### src/rtl/prog_counter_pkg.sv
// Shared types for the programmable counter: count-mode encoding and FSM states.
package prog_counter_pkg;

   typedef enum logic [1:0] {
      MODE_WRAP    = 2'b00,
      MODE_SAT     = 2'b01,
      MODE_ONESHOT = 2'b10,
      MODE_RSVD    = 2'b11
   } mode_e;

   typedef enum logic {
      ST_RUN  = 1'b0,
      ST_DONE = 1'b1
   } state_e;

endpackage

### src/rtl/prog_counter_prescaler.sv
// Enable-gated prescaler: emits one tick every prescale+1 enabled cycles.
module prog_counter_prescaler #(
   parameter int PRESCALE_W = 8
) (
   input  logic                  clk,
   input  logic                  rst_n,
   input  logic                  ena,
   input  logic [PRESCALE_W-1:0] prescale,
   input  logic                  sync_clr,
   output logic                  tick
);

   logic [PRESCALE_W-1:0] pcnt;

   // Lowering prescale below pcnt lets pcnt run through all-ones before matching again.
   assign tick = ena && (pcnt == prescale);

   always_ff @(posedge clk or negedge rst_n) begin
      if (!rst_n) begin
         pcnt <= '0;
      end else if (sync_clr) begin
         pcnt <= '0;
      end else if (ena) begin
         pcnt <= tick ? '0 : pcnt + PRESCALE_W'(1);
      end
   end

endmodule

### src/rtl/prog_counter.sv
// Programmable up/down counter with modulo limit, prescaler, wrap/saturate/one-shot
// modes, parallel load, terminal-count pulse and sticky overflow flag.
//
//   state   | meaning
//   --------+-------------------------------------------------------------
//   ST_RUN  | counting on prescaler ticks
//   ST_DONE | one-shot finished; ticks ignored until start, load or clear
module prog_counter
   import prog_counter_pkg::*;
#(
   parameter int WIDTH      = 8,
   parameter int PRESCALE_W = 8
) (
   input  logic                  clk,
   input  logic                  rst_n,
   input  logic                  ena,
   input  logic [1:0]            mode,
   input  logic                  dir,
   input  logic [PRESCALE_W-1:0] prescale,
   input  logic [WIDTH-1:0]      limit,
   input  logic                  clear,
   input  logic                  start,
   input  logic                  load_valid,
   input  logic [WIDTH-1:0]      load_data,
   output logic                  load_ready,
   input  logic                  ovf_clr,
   output logic [WIDTH-1:0]      count,
   output logic                  tc_pulse,
   output logic                  ovf_sticky,
   output logic                  running
);

   state_e           state_q, state_d;
   logic [WIDTH-1:0] count_q, count_d, count_step;
   logic             tc_q, tc_d, ovf_q;
   logic             tick, load_fire, terminal, step_term;
   mode_e            mode_m;

   assign mode_m     = mode_e'(mode);
   assign load_ready = !clear;
   assign load_fire  = load_valid && load_ready;

   prog_counter_prescaler #(.PRESCALE_W(PRESCALE_W)) u_prescaler (
      .clk      (clk),
      .rst_n    (rst_n),
      .ena      (ena),
      .prescale (prescale),
      .sync_clr (clear || load_fire),
      .tick     (tick)
   );

   // Up uses >= so a limit lowered below the current count still terminates.
   assign terminal   = dir ? (count_q >= limit) : (count_q == '0);
   assign count_step = dir ? count_q + WIDTH'(1) : count_q - WIDTH'(1);
   assign step_term  = dir ? (count_step >= limit) : (count_step == '0);

   always_comb begin
      state_d = state_q;
      count_d = count_q;
      tc_d    = 1'b0;
      if (clear) begin
         state_d = ST_RUN;
         count_d = '0;
      end else if (load_fire) begin
         state_d = ST_RUN;
         count_d = (load_data > limit) ? limit : load_data;
      end else if (state_q == ST_DONE) begin
         if (start) state_d = ST_RUN;
      end else if (tick) begin
         if (!terminal) begin
            count_d = count_step;
            // Saturate reports the arrival at the end value, not the held ticks after it.
            if (mode_m == MODE_SAT) tc_d = step_term;
         end else if (mode_m == MODE_ONESHOT) begin
            state_d = ST_DONE;
            tc_d    = 1'b1;
         end else if (mode_m != MODE_SAT) begin
            count_d = dir ? '0 : limit;
            tc_d    = 1'b1;
         end
      end
   end

   always_ff @(posedge clk or negedge rst_n) begin
      if (!rst_n) begin
         state_q <= ST_RUN;
         count_q <= '0;
         tc_q    <= 1'b0;
         ovf_q   <= 1'b0;
      end else begin
         state_q <= state_d;
         count_q <= count_d;
         tc_q    <= tc_d;
         if (tc_d)         ovf_q <= 1'b1;
         else if (ovf_clr) ovf_q <= 1'b0;
      end
   end

   assign count      = count_q;
   assign tc_pulse   = tc_q;
   assign ovf_sticky = ovf_q;
   assign running    = (state_q == ST_RUN);

endmodule

### config.mk
export PLATFORM = sky130hd
export DESIGN_NAME = prog_counter
export DESIGN_NICKNAME = d
export VERILOG_FILES = /design/src/rtl/prog_counter_pkg.sv /design/src/rtl/prog_counter_prescaler.sv /design/src/rtl/prog_counter.sv
export SDC_FILE = /design/constraint.sdc
export NUM_CORES = 1
export LEC_CHECK = 0
export BUFFER_PORTS_ARGS = -buffer_cell sky130_fd_sc_hd__buf_2
export CORE_ASPECT_RATIO = 0.7
export CORE_UTILIZATION = 30
export CTS_BUF_LIST = sky130_fd_sc_hd__clkbuf_8 sky130_fd_sc_hd__clkbuf_16
export DETAILED_ROUTE_END_ITERATION = 16
export PLACE_DENSITY = 0.6
export SLEW_MARGIN = 40
export SYNTH_ARGS = -nofsm -noshare
export SYNTH_HDL_FRONTEND = slang
export SYNTH_SLANG_ARGS = --single-unit
### constraint.sdc
create_clock -name clk -period 5.33 [get_ports clk]
set_clock_uncertainty 0.2 [all_clocks]
set_input_delay 1.066 -clock clk [delete_from_list [all_inputs] [get_ports clk]]
set_output_delay 1.066 -clock clk [all_outputs]
set_load 0.05 [all_outputs]
==> impl_metrics.csv <==
group,metric,value,unit
status,status,"completed",
clocking,cts_buffers,3,
critical_path,r2r_end,"ovf_sticky",
global_route,antenna_found_initial,0,
critical_path,crit_path_start_kind,"input pin",
synthesis,synthSimpleGateAreaFrac,0.207,
finish,fillerInstances,751,
die,num_rows,25,
sta,final_hold_viol_count,0,
sta,timing.fmax,246,MHz
synthesis,synth_compound_area_frac,0.253,
die,die_h,74.0,um
die,boundaryPins,46,
sta,rsz0062_at_grt,"no",
route,firstDrtPassIters,5,
route,post_drt_wl_per_cell,16.0,um
placement,place_inst,394,
clocking,cts_hold_buf,0,
critical_path,worstSetupPathType,"input pin to flip-flop",
worst_hold_path,min_delay_worst_endpoint,"ovf_sticky",
critical_path,arrival,4.05,ns
placement,post-dp-hpwl,5.25,mm
finish,multi_input_area,1640,um2
placement,pre_cts_slack,1.02,ns
synthesis,synthMuxAreaShare,0.00957,
global_route,grt_first_pass_wirelength,10.4,mm
global_route,gr-total-overflow,0,
clocking,cts_tree,"done",
die,core_area,6940,um2
synthesis,seq_area_frac_synth,0.214,
flow_run,maxCapViolations,0,
finish,fin_cells,398,
clocking,clock-sinks,19,
finish,syn_to_final_growth,16.1,%
sta,setup_tns,0,ns
finish,register_area,475,um2
route,dr_total_vias,2190,
synthesis,synth_area,2220,um2
synthesis,synth_top_family_by_area,"compound AO/OA/AOI/OAI gates",
sta,finalSetupViolCount,0,
critical_path,slowest_stage,"ha_1",
synthesis,synthFlopType,"dfrtp_1",
power,power_density,236,nW/um2
clocking,ctsResizeCount,0,
finish,drive_gt1_frac,0.201,
clocking,clock_latency,0.26,ns
sta,min_period_over_period,0.764,
synthesis,synthAdderAreaFrac,0.189,
critical_path,worstPathRequired,5.31,ns
route,drt_iter0_markers,179,
synthesis,ys_seq_elements,19,
sta,worst_slack,1.26,ns
placement,portBuffers,45,
die,die_w,105,um
critical_path,reg2reg_slack,1.60,ns
synthesis,netlist-cell-type-count,49,
critical_path,end_kind,"flip-flop",
power,ir_drop,0.116,mV
critical_path,cp_max_fo,9,
synthesis,syn_inst,262,
finish,postLayoutCoreUtil,0.372,
synthesis,synth_edf_count,0,
route,drcViolationCount,0,
critical_path,worstPathCellList,"buf_2 -> inv_1 -> ha_1 -> nand2b_1 -> a21oi_1 -> a2111oi_0 -> nor3_1 -> inv_1 -> ha_1 -> o2111ai_1 -> o21ai_0 -> a2111oi_0 -> or3_1 -> o31ai_1",
worst_hold_path,holdCritStartpoint,"ovf_sticky",
clocking,path_clk_slew,0.08,ns
critical_path,rr_startpoint,"count[0]",
clocking,post_cts_buffers,0,
synthesis,synth.avg_cell_area,8.48,um2
synthesis,yosysWarnings,0,
route,vias_per_cell,5.50,
synthesis,synthXorXnorAreaFrac,0.0783,
global_route,grt_max_degree,20,
critical_path,max_stage_delay,0.41,ns
clocking,cts.root.buffer_cell,"clkbuf_8",
power,p_leak,1.22,nW
route,ant_nets,0,
synthesis,synth_fp_nets,329,
worst_hold_path,hold_class,"flip-flop to flip-flop",
route,drt-total-wl,6.39,mm
critical_path,reg2reg_depth,13,
sta,finalMaxSlewViolations,0,
placement,gp_congestion,0.925,
sta,worst_slew_pin_slew,0.771,ns
clocking,cts_buffer_depth,2,
finish,antenna_cells,0,
global_route,first_global_vias,2069,
finish,nNetsFinal,372,
synthesis,async_flop_share,1.00,
die,initial_core_util,0.320,
clocking,cts_max_level,1,
die,die_area,7760,um2
sta,relSlewSlack,0.482,
worst_hold_path,whs_path_depth,2,
global_route,track_usage,0.170,
sta,period_needed,4.07,ns
==> worst max path at each step <==
stage,depth (start not counted),slack [ns],to,start
after detailed placement,14,1.02,ovf_sticky,dir
after global routing,14,1.07,tc_pulse,dir
final,14,1.26,ovf_sticky,dir
after floorplan,12,1.57,ovf_sticky,dir
after CTS,14,1.27,ovf_sticky,dir
after global placement,13,1.12,ovf_sticky,dir
==> per-stage QoR <==
step                hold slack (ns)  total power [mW]  cell area, um2
detailed placement            0.309             0.496            2530
floorplan                     0.325             0.402            2220
global route                  0.352             0.651            2580
finish                        0.315             0.609            2580
CTS                           0.331             0.607            2580
global placement              0.296             0.495            2530
==> cell families after synthesis <==
logic type	count (synthesis)
flip-flops	19
AO/OA/AOI/OAI	75
XOR/XNOR	19
multiplexers	2
AND/OR/NAND/NOR	87
adder cells (fa/ha/maj)	33
buffers and inverters	27
==> state kept, by name, summed over array words and instances, names as in the netlist <==
| register | flops |
|---|---|
| ovf_sticky | 1 |
| state_q | 1 |
| u_prescaler.pcnt | 8 |
| tc_pulse | 1 |
| count | 8 |
==> final cells by class <==
class                      instances  share of cell area
clock inverter                     1             0.00194
tap                               94              0.0456
inverter                          20              0.0291
multi-input combinational        216               0.636
sequential                        19               0.184
clock buffer                       3              0.0160
timing repair buffer              45              0.0873
==> placed cells by master, fill, tap and decap left out, types with 10 or more instances in the layout <==
cell type,instances
buf_2,45
ha_1,32
inv_1,20
dfrtp_1,19
nand3_1,18
a21oi_1,16
xnor2_1,13
nor2_1,13
nand2_1,13
nor3_1,10
==> cells in the mapped netlist (3+ instances only) <==
cell,n,area share
a211o_1,3,0.012
a21o_1,4,0.014
a21oi_1,16,0.036
a221oi_1,4,0.016
a31oi_1,3,0.0084
and3_1,5,0.014
clkbuf_1,6,0.010
dfrtp_1,19,0.21
ha_1,32,0.18
inv_1,20,0.034
nand2_1,13,0.022
nand2b_1,6,0.017
nand3_1,18,0.041
nand4_1,6,0.017
nor2_1,14,0.024
nor2b_1,5,0.014
nor3_1,10,0.023
o211ai_1,3,0.010
o21a_1,5,0.017
o21ai_0,9,0.020
o31ai_1,4,0.014
o41ai_2,4,0.029
or4_1,3,0.010
xnor2_1,13,0.051
xor2_1,5,0.020
==> layer usage <==
metal,track usage,vias to the layer above,wire [um]
met5,0,-,0
met4,0.0141,0,33
met3,0.0333,4,531
met2,0.264,86,2710
met1,0.254,1024,3110
li1,-,1076,-
==> power by group <==
group	total, mW	switching (mW)	internal [mW]	leakage (nW)
Sequential	0.173	0.0201	0.153	0.257
Clock	0.108	0.0561	0.0521	0.0255
Combinational	0.327	0.205	0.122	0.942
==> critical path, delay by kind of cell <==
family	cells	cell delay, ns
AOI/OAI and AO/OA	6	1.06
and+or+nand+nor	3	0.77
adders and majority gates	2	0.71
buffers and inverters	3	0.45
(Power assumes the default switching activity.)
